--- src/rtl/data_mem_bridge.sv ---
//------------------------------------------------------------------------------
// Module   : data_mem_bridge
// Purpose  : MEM-stage data port bridge. Steers CPU loads/stores to the data
//            SRAM (1-cycle read) or the confreg bus (req/ack), builds byte
//            strobes and lane-replicated store data, extends load data,
//            stalls the pipeline while an access is outstanding and counts
//            misaligned accesses and confreg timeouts.
// Revision : 1.0  initial release
//------------------------------------------------------------------------------
`default_nettype none

module data_mem_bridge #(
  parameter logic [31:0] CONF_BASE    = 32'h1faf0000,
  parameter logic [31:0] CONF_MASK    = 32'hffff0000,
  parameter int          CONF_TIMEOUT = 255
) (
  input  logic        clk,
  input  logic        rst,
  input  logic        cpu_ce_i,
  input  logic        cpu_we_i,
  input  logic [31:0] cpu_addr_i,
  input  logic [31:0] cpu_wdata_i,
  input  logic [3:0]  cpu_lsop_i,
  output logic [31:0] cpu_rdata_o,
  output logic        cpu_rvalid_o,
  output logic        stall_o,
  output logic        adel_o,
  output logic        ades_o,
  output logic [7:0]  err_cnt_o,
  output logic        data_sram_en,
  output logic [3:0]  data_sram_wen,
  output logic [31:0] data_sram_addr,
  output logic [31:0] data_sram_wdata,
  input  logic [31:0] data_sram_rdata,
  output logic        conf_req,
  output logic        conf_wr,
  output logic [3:0]  conf_wstrb,
  output logic [31:0] conf_addr,
  output logic [31:0] conf_wdata,
  input  logic        conf_ack,
  input  logic [31:0] conf_rdata
);

  localparam logic [3:0] OP_LB  = 4'd1;
  localparam logic [3:0] OP_LBU = 4'd2;
  localparam logic [3:0] OP_LH  = 4'd3;
  localparam logic [3:0] OP_LHU = 4'd4;
  localparam logic [3:0] OP_LW  = 4'd5;
  localparam logic [3:0] OP_SB  = 4'd6;
  localparam logic [3:0] OP_SH  = 4'd7;
  localparam logic [3:0] OP_SW  = 4'd8;

  localparam int            TW   = $clog2(CONF_TIMEOUT + 1);
  localparam logic [TW-1:0] TMAX = TW'(CONF_TIMEOUT - 1);

  typedef enum logic [1:0] {
    IDLE      = 2'd0,
    SRAM_RD   = 2'd1,
    CONF_WAIT = 2'd2
  } state_t;

  state_t        r_state, w_next;
  logic [3:0]    r_lsop;
  logic [1:0]    r_off;
  logic [31:0]   r_addr;
  logic          r_wr;
  logic [3:0]    r_wstrb;
  logic [31:0]   r_wdata;
  logic [TW-1:0] r_timer;
  logic [7:0]    r_err_cnt;

  logic [31:0] w_paddr;
  logic        w_conf_hit;
  logic        w_is_load;
  logic        w_is_store;
  logic        w_misalign;
  logic [3:0]  w_strb;
  logic [31:0] w_wdata;
  logic        w_latch;
  logic        w_err_inc;

  // Sign/zero extension of a loaded word using the byte offset of the access.
  function automatic logic [31:0] extend(input logic [3:0] op, input logic [1:0] off,
                                         input logic [31:0] word);
    logic [31:0] sh;
    logic [7:0]  b;
    logic [15:0] h;
    sh = word >> {off, 3'b000};
    b  = sh[7:0];
    h  = off[1] ? word[31:16] : word[15:0];
    case (op)
      OP_LB:   extend = {{24{b[7]}}, b};
      OP_LBU:  extend = {24'h0, b};
      OP_LH:   extend = {{16{h[15]}}, h};
      OP_LHU:  extend = {16'h0, h};
      OP_LW:   extend = word;
      default: extend = 32'h0;
    endcase
  endfunction

  // Request decode: kseg-style translation clears the top three address bits.
  assign w_paddr    = cpu_addr_i & 32'h1fff_ffff;
  assign w_conf_hit = (w_paddr & CONF_MASK) == CONF_BASE;
  assign w_is_load  = !cpu_we_i && (cpu_lsop_i >= OP_LB) && (cpu_lsop_i <= OP_LW);
  assign w_is_store =  cpu_we_i && (cpu_lsop_i >= OP_SB) && (cpu_lsop_i <= OP_SW);

  // Alignment check, write strobes and lane-replicated store data.
  always_comb begin
    w_misalign = 1'b0;
    w_strb     = 4'b0000;
    w_wdata    = 32'h0;
    case (cpu_lsop_i)
      OP_LH, OP_LHU: w_misalign = cpu_addr_i[0];
      OP_LW:         w_misalign = |cpu_addr_i[1:0];
      OP_SB: begin
        w_strb  = 4'b0001 << cpu_addr_i[1:0];
        w_wdata = {4{cpu_wdata_i[7:0]}};
      end
      OP_SH: begin
        w_misalign = cpu_addr_i[0];
        w_strb     = cpu_addr_i[1] ? 4'b1100 : 4'b0011;
        w_wdata    = {2{cpu_wdata_i[15:0]}};
      end
      OP_SW: begin
        w_misalign = |cpu_addr_i[1:0];
        w_strb     = 4'b1111;
        w_wdata    = cpu_wdata_i;
      end
      default: ;
    endcase
  end

  // Next-state and output decode; everything is forced quiet while rst is high.
  always_comb begin
    w_next          = r_state;
    w_latch         = 1'b0;
    w_err_inc       = 1'b0;
    cpu_rdata_o     = 32'h0;
    cpu_rvalid_o    = 1'b0;
    stall_o         = 1'b0;
    adel_o          = 1'b0;
    ades_o          = 1'b0;
    data_sram_en    = 1'b0;
    data_sram_wen   = 4'b0000;
    data_sram_addr  = 32'h0;
    data_sram_wdata = 32'h0;
    if (!rst) begin
      case (r_state)
        IDLE: begin
          if (cpu_ce_i && (w_is_load || w_is_store)) begin
            if (w_misalign) begin
              adel_o    = w_is_load;
              ades_o    = w_is_store;
              w_err_inc = 1'b1;
            end else if (w_conf_hit) begin
              stall_o = 1'b1;
              w_latch = 1'b1;
              w_next  = CONF_WAIT;
            end else if (w_is_store) begin
              data_sram_en    = 1'b1;
              data_sram_wen   = w_strb;
              data_sram_addr  = w_paddr;
              data_sram_wdata = w_wdata;
            end else begin
              data_sram_en   = 1'b1;
              data_sram_addr = w_paddr;
              stall_o        = 1'b1;
              w_latch        = 1'b1;
              w_next         = SRAM_RD;
            end
          end
        end
        SRAM_RD: begin
          cpu_rvalid_o = 1'b1;
          cpu_rdata_o  = extend(r_lsop, r_off, data_sram_rdata);
          w_next       = IDLE;
        end
        CONF_WAIT: begin
          if (conf_ack) begin
            cpu_rvalid_o = !r_wr;
            cpu_rdata_o  = r_wr ? 32'h0 : extend(r_lsop, r_off, conf_rdata);
            w_next       = IDLE;
          end else if (r_timer == TMAX) begin
            // Abort: loads still complete, returning zero.
            cpu_rvalid_o = !r_wr;
            w_err_inc    = 1'b1;
            w_next       = IDLE;
          end else begin
            stall_o = 1'b1;
          end
        end
        default: w_next = IDLE;
      endcase
    end
  end

  // Confreg request is held stable from the latched copy for the whole wait.
  assign conf_req   = (r_state == CONF_WAIT) && !rst;
  assign conf_wr    = r_wr;
  assign conf_wstrb = r_wstrb;
  assign conf_addr  = r_addr;
  assign conf_wdata = r_wdata;
  assign err_cnt_o  = r_err_cnt;

  // State, latched request, timeout timer and saturating error counter.
  always_ff @(posedge clk) begin
    if (rst) begin
      r_state   <= IDLE;
      r_lsop    <= 4'h0;
      r_off     <= 2'b00;
      r_addr    <= 32'h0;
      r_wr      <= 1'b0;
      r_wstrb   <= 4'h0;
      r_wdata   <= 32'h0;
      r_timer   <= '0;
      r_err_cnt <= 8'h0;
    end else begin
      r_state <= w_next;
      if (w_latch) begin
        r_lsop  <= cpu_lsop_i;
        r_off   <= cpu_addr_i[1:0];
        r_addr  <= w_paddr;
        r_wr    <= w_is_store;
        r_wstrb <= w_strb;
        r_wdata <= w_wdata;
      end
      r_timer <= (r_state == CONF_WAIT && w_next == CONF_WAIT) ? r_timer + TW'(1) : '0;
      if (w_err_inc && r_err_cnt != 8'hff)
        r_err_cnt <= r_err_cnt + 8'd1;
    end
  end

endmodule

`default_nettype wire

--- config.mk ---
export PLATFORM = sky130hd
export DESIGN_NAME = data_mem_bridge
export DESIGN_NICKNAME = d
export VERILOG_FILES = /design/src/rtl/data_mem_bridge.sv
export SDC_FILE = /design/constraint.sdc
export NUM_CORES = 1
export LEC_CHECK = 0
export ABC_CLOCK_PERIOD_IN_PS = 2100
export BUFFER_PORTS_ARGS = -buffer_cell sky130_fd_sc_hd__buf_4
export CORE_ASPECT_RATIO = 1.25
export CORE_MARGIN = 5
export CORE_UTILIZATION = 29
export CTS_CLUSTER_SIZE = 30
export DETAILED_ROUTE_END_ITERATION = 10
export GPL_TIMING_DRIVEN = 1
export PLACE_DENSITY_LB_ADDON = 0.2
export SKIP_CTS_REPAIR_TIMING = 1
export SYNTH_ARGS = -nofsm -noshare
export SYNTH_HDL_FRONTEND = slang
export SYNTH_SLANG_ARGS = --single-unit
export TNS_END_PERCENT = 30
--- constraint.sdc ---
create_clock -name clk -period 2.1 [get_ports clk]
set_input_delay 0.105 -clock clk [delete_from_list [all_inputs] [get_ports clk]]
set_output_delay 0.105 -clock clk [all_outputs]
set_load 0.02 [all_outputs]
=== Word level (Yosys, flattened, before mapping) ===
Cells that the tools add are included.

* Output and inout bits: 183
* Word-level logic and storage cells: 123
* Bits of input ports: 137
* Bits in registers: 90

* Eq/ne operators: 17
* Add/sub/neg operators: 2
* Multiplexer cells: 70
* Magnitude comparators: 4
* Shifts and indexed selects: 3
* Reduce and logical (&&, ||, !) cells: 17
* Bitwise gates (word level): 1

{| class="wikitable"
|+ Operators with widths
! cell !! count
|-
| one-hot mux 32 bit (5 select lines) || 2
|-
| two-way mux 32 bit || 9
|-
| two-way mux 29 bit || 5
|-
| one-hot mux 32 bit (3 select lines) || 1
|-
| one-hot mux 32 bit (2 select lines) || 1
|-
| right shift 32 x 5 -> 8 bit || 2
|-
| two-way mux 16 bit || 2
|-
| two-way mux 1 bit || 30
|-
| two-way mux 4 bit || 7
|-
| == test 4 x 3 -> 1 bit (second input constant) || 6
|-
| adder 8 x 1 -> 8 bit (second input constant) || 2
|-
| two-way mux 2 bit || 7
|-
| == test 13 bit (second input constant) || 1
|-
| == test 4 x 2 -> 1 bit (second input constant) || 3
|-
| one-hot mux 4 bit (3 select lines) || 1
|-
| == test 8 bit (second input constant) || 1
|-
| logical AND 1 bit || 8
|-
| inequality test 8 bit (second input constant) || 1
|-
| one-hot mux 1 bit (2 select lines) || 4
|-
| OR reduction 2 bit || 3
|-
| == test 2 bit (second input constant) || 2
|-
| == test 4 x 1 -> 1 bit (second input constant) || 1
|-
| == test 4 bit (second input constant) || 1
|-
| >= comparator 4 x 1 -> 1 bit (second input constant) || 1
|-
| other kinds (11) || 13
|}

=== Logic depth before layout (Yosys ltp) ===
* Depth after elaboration: 13
* Gate-level depth with buffers: 11
* Depth with buffers taken out: 8

=== Worst setup path after synthesis ===
OpenSTA, ideal clock, no wires.

* Kind: register to output
* Start: register r_lsop[1]
* End: output port cpu_rdata_o[10]
* Buffers on the path: 3
* Cell stages (with the launch flop): 9
* Data required time: 1995 ps
* Arrival: 2257 ps
* Setup slack: -262 ps
* Cell sequence: dfxtp_1 > buf_1 > nor3_1 > a211oi_1 > and3_1 > clkbuf_1 > clkbuf_1 > o31ai_1 > a21oi_1

* Word-level cells in the longest chain between the ends: 6
* Elaborated cells on any way between the ends: 11
* Those cells by class: eq/ne: 5; mux: 6

{| class="wikitable"
|+ RTL lines
! what !! RTL line !! source
|-
| start: declaration || 63 || <nowiki>logic [3:0] r_lsop;</nowiki>
|-
| start signal: assignment || 220 || <nowiki>r_lsop <= cpu_lsop_i;</nowiki>
|-
| == test 4 x 3 -> 1 bit, or another cell as far along || 91 || <nowiki>case (op)</nowiki>
|-
| one-hot mux 32 bit (5 select lines) || 91 ||
|-
| two-way mux 32 bit || 181 || <nowiki>cpu_rdata_o = r_wr ? 32'h0 : extend(r_lsop, r_off, conf_rdata);</nowiki>
|-
| two-way mux 32 bit || 179 || <nowiki>if (conf_ack) begin</nowiki>
|-
| one-hot mux 32 bit (2 select lines) (*) || 148 || <nowiki>case (r_state)</nowiki>
|-
| two-way mux 32 bit (*) || 147 || <nowiki>if (!rst) begin</nowiki>
|-
| end: declaration || 24 || <nowiki>output logic [31:0] cpu_rdata_o,</nowiki>
|}

Mark *: on every way between the ends. The rest lies on a longest branch, timed or not.

==> flow_metrics.py <==
metrics = {
    "floorplan": {
        "fp.coreArea_um2": 21000,
        "die_w_um": 141,
        "rows": 59,
        "start_util_pct": 29.6,
        "io_pins": 320,
        "die-area_um2": 24400,
        "chipHeight_um": 174,
    },
    "timing": {
        "hold_viol_final": 4,
        "tightestPinTransition_ns": 0.608,
        "min_period_ns": 2.32,
        "slew_violations": 0,
        "relSlewSlack_pct": 59.5,
        "fin_crit_sh_pct": 111,
        "fmax_mhz": 431,
        "setup_slack_ns": -0.221,
        "rsz0062_at_grt": "yes",
        "worst_clock_skew_ns": 0.00928,
        "setup_violations": 30,
        "whs_ns": -0.0217,
    },
    "critical_path": {
        "arrival_ns": 2.22,
        "endpoint_kind": "output pin",
        "required_ns": 2.00,
        "crit_type": "reg2out",
        "critPathMaxFanout": 5,
        "start_kind": "flip-flop",
    },
    "yosys": {
        "async_flop_share_pct": 0,
        "syn_avg_cell_area_um2": 7.68,
        "netlist_instances": 808,
        "yosysTopAreaCell": "dfxtp_1",
        "synth-edff-count": 0,
        "ys_seq_area_share_pct": 28.4,
        "ys_warn_count": 0,
        "ys_types": 60,
        "synth_top_area_share_pct": 28.4,
        "synth_area_leaders": "dfxtp_1, and2_1, nor2_1, nand2_1, mux2i_1",
        "synth_flop_cell": "dfxtp_1",
        "ys_ff_latch": 88,
        "netlist_area_um2": 6200,
    },
    "placed_design": {
        "hpwlAfterDp_mm": 20.5,
        "pre_cts_ws_ns": -0.245,
        "post_dp_cell_area_um2": 9300,
        "io_buffer_count": 310,
        "place.gp.congestion": 0.882,
    },
    "cells_and_area": {
        "fill_cells": 2006,
        "regArea_um2": 1780,
        "drive_gt1_share_pct": 50.2,
        "postLayoutCellArea_um2": 10800,
        "layout.nets": 1309,
        "syn_to_final_growth_pct": 74.2,
        "num_antenna_cells": 0,
        "multiInputGateArea_um2": 4700,
        "fin_util_pct": 51.6,
        "layout_common_cells": "buf_4, nand2_1, dfxtp_1",
        "final_common_cell": "buf_4",
    },
    "cts": {
        "htreeDepth": 3,
        "numCtsBuffers": 9,
        "clk-insertion-delay-late_ns": 0.34,
        "clockBufferDepth": 2,
        "clk_pin_slew_worst_paths_ns": 0.07,
        "cts_tree": "done",
        "clockRootBuffer": "clkbuf_16",
        "clock_sinks": 88,
    },
    "hold_path": {
        "hold_path_class": "in2reg",
    },
    "grt": {
        "grt_max_degree": 57,
        "antenna_found_initial": 0,
        "grt_pass1_vias": 7269,
        "grt.overflow.total": 0,
        "grt_pass1_wl_mm": 40.0,
        "grt_util_all_layers_pct": 20.1,
    },
    "drt": {
        "vias": 7507,
        "drt-pass1-iter-count": 6,
        "avgViaCountPerCell": 5.20,
        "drc": 0,
        "wl_per_cell_um": 19.4,
        "drt_iter0_markers": 351,
        "route.met3.wl_mm": 2.43,
        "highest_layer": "met4",
        "wl_met2_mm": 14.2,
        "totalWireLength_mm": 28.0,
        "m1WireLength_mm": 10.6,
        "postRouteAntennaNets": 0,
    },
    "outcome": {
        "outcome": "finished with violations",
        "violations": "hold timing, setup timing",
    },
    "power_and_ir_drop": {
        "power_density_nw_per_um2": 406,
        "cellLeakagePower_uw": 0.00476,
        "peakVddDrop_mv": 0.386,
    },
    "run": {
        "cap_violations": 0,
    },
}
==> layer usage <==
metal | track usage [%] | vias up
li1 | - | 3573
met1 | 23.1 | 3570
met2 | 36.1 | 324
met3 | 6.13 | 40
met4 | 5.41 | 0
met5 | 0 | -
==> stage by stage <==
step	TNS [ns]	std cells	total power, uW
after CTS	-19.05	1406	4300
after detailed placement	-13.85	1391	2660
after floorplan	-0.507	813	2190
final	-3.78	1444	4390
after global routing	-8.44	1444	4560
after global placement	-16.64	1391	2660
==> final cells by class <==
type	count	share of cell area (%)
timing repair buffer	419	33.8
clock buffer	11	2.25
clock inverter	4	0.498
multi-input combinational	639	43.5
sequential	88	16.5
tap	274	3.17
inverter	9	0.313
==> cells in the mapped netlist, types with 3 or more instances <==
cell      count
a211oi_1     11
a21o_1       34
a21oi_1      32
a221oi_1     14
a22oi_1      32
a31oi_1       4
and2_1       73
and3_1        6
buf_1         3
buf_2         8
buf_4         8
buf_6         5
clkbuf_1     51
dfxtp_1      88
ha_1          6
inv_1         9
mux2_2        3
mux2i_1      27
nand2_1      83
nand2b_1     17
nand3_1      20
nand3b_1     35
nand3b_2     18
nand4_1       4
nand4b_1      3
nor2_1       93
nor2b_1       6
nor3_1       13
nor4_1        4
o21ai_0      22
o21ai_1       6
o22ai_1       8
o31ai_1      20
xnor2_1       5
xor2_1        3
==> where the power goes <==
part	internal, uW	total [uW]	switching (uW)
sequential	1700	1730	29.9
clock	954	1630	678
combinational	502	1020	522
total	3160	4390	1230
==> state kept, by name, summed over array words and instances, names as in the netlist <==
register / flops
r_state: 2
conf_wr: 1
conf_addr: 28
r_lsop: 4
conf_wstrb: 4
conf_wdata: 32
err_cnt_o: 8
r_off: 1
r_timer: 8
==> critical path, stage by stage, from the launching register on <==
cell and delay (ns):
dfxtp_4 0.38, mux4_2 0.53, mux2i_1 0.18, nor2_2 0.08
buf_4 0.16, a21o_1 0.16, a22oi_2 0.19, nor2_2 0.05
buf_4 0.16
==> cell families after synthesis <==
logic type | synth area share (%)
mux | 5.63
other cells | 0.0605
simple gates | 35.1
buf+inv | 6.49
fa+ha+maj | 1.21
flops | 28.4
xor+xnor | 1.13
compound gates | 22.0
==> final timing paths <==
path / start / endpoint / cells past startpoint / slack [ns]
min: cpu_addr_i[16] / conf_addr[16]$_SDFFE_PP0P_ / 3 / -0.02
min reg2reg: conf_wdata[6]$_SDFFE_PP0P_ / conf_wdata[6]$_SDFFE_PP0P_ / 2 / 0.45
max reg2reg: r_timer[0]$_SDFF_PP0_ / r_timer[7]$_SDFF_PP0_ / 8 / 0.25
max: conf_addr[1]$_SDFFE_PP0P_ / cpu_rdata_o[25] / 8 / -0.22
Note: power is estimated with default switching activity, not from simulation.
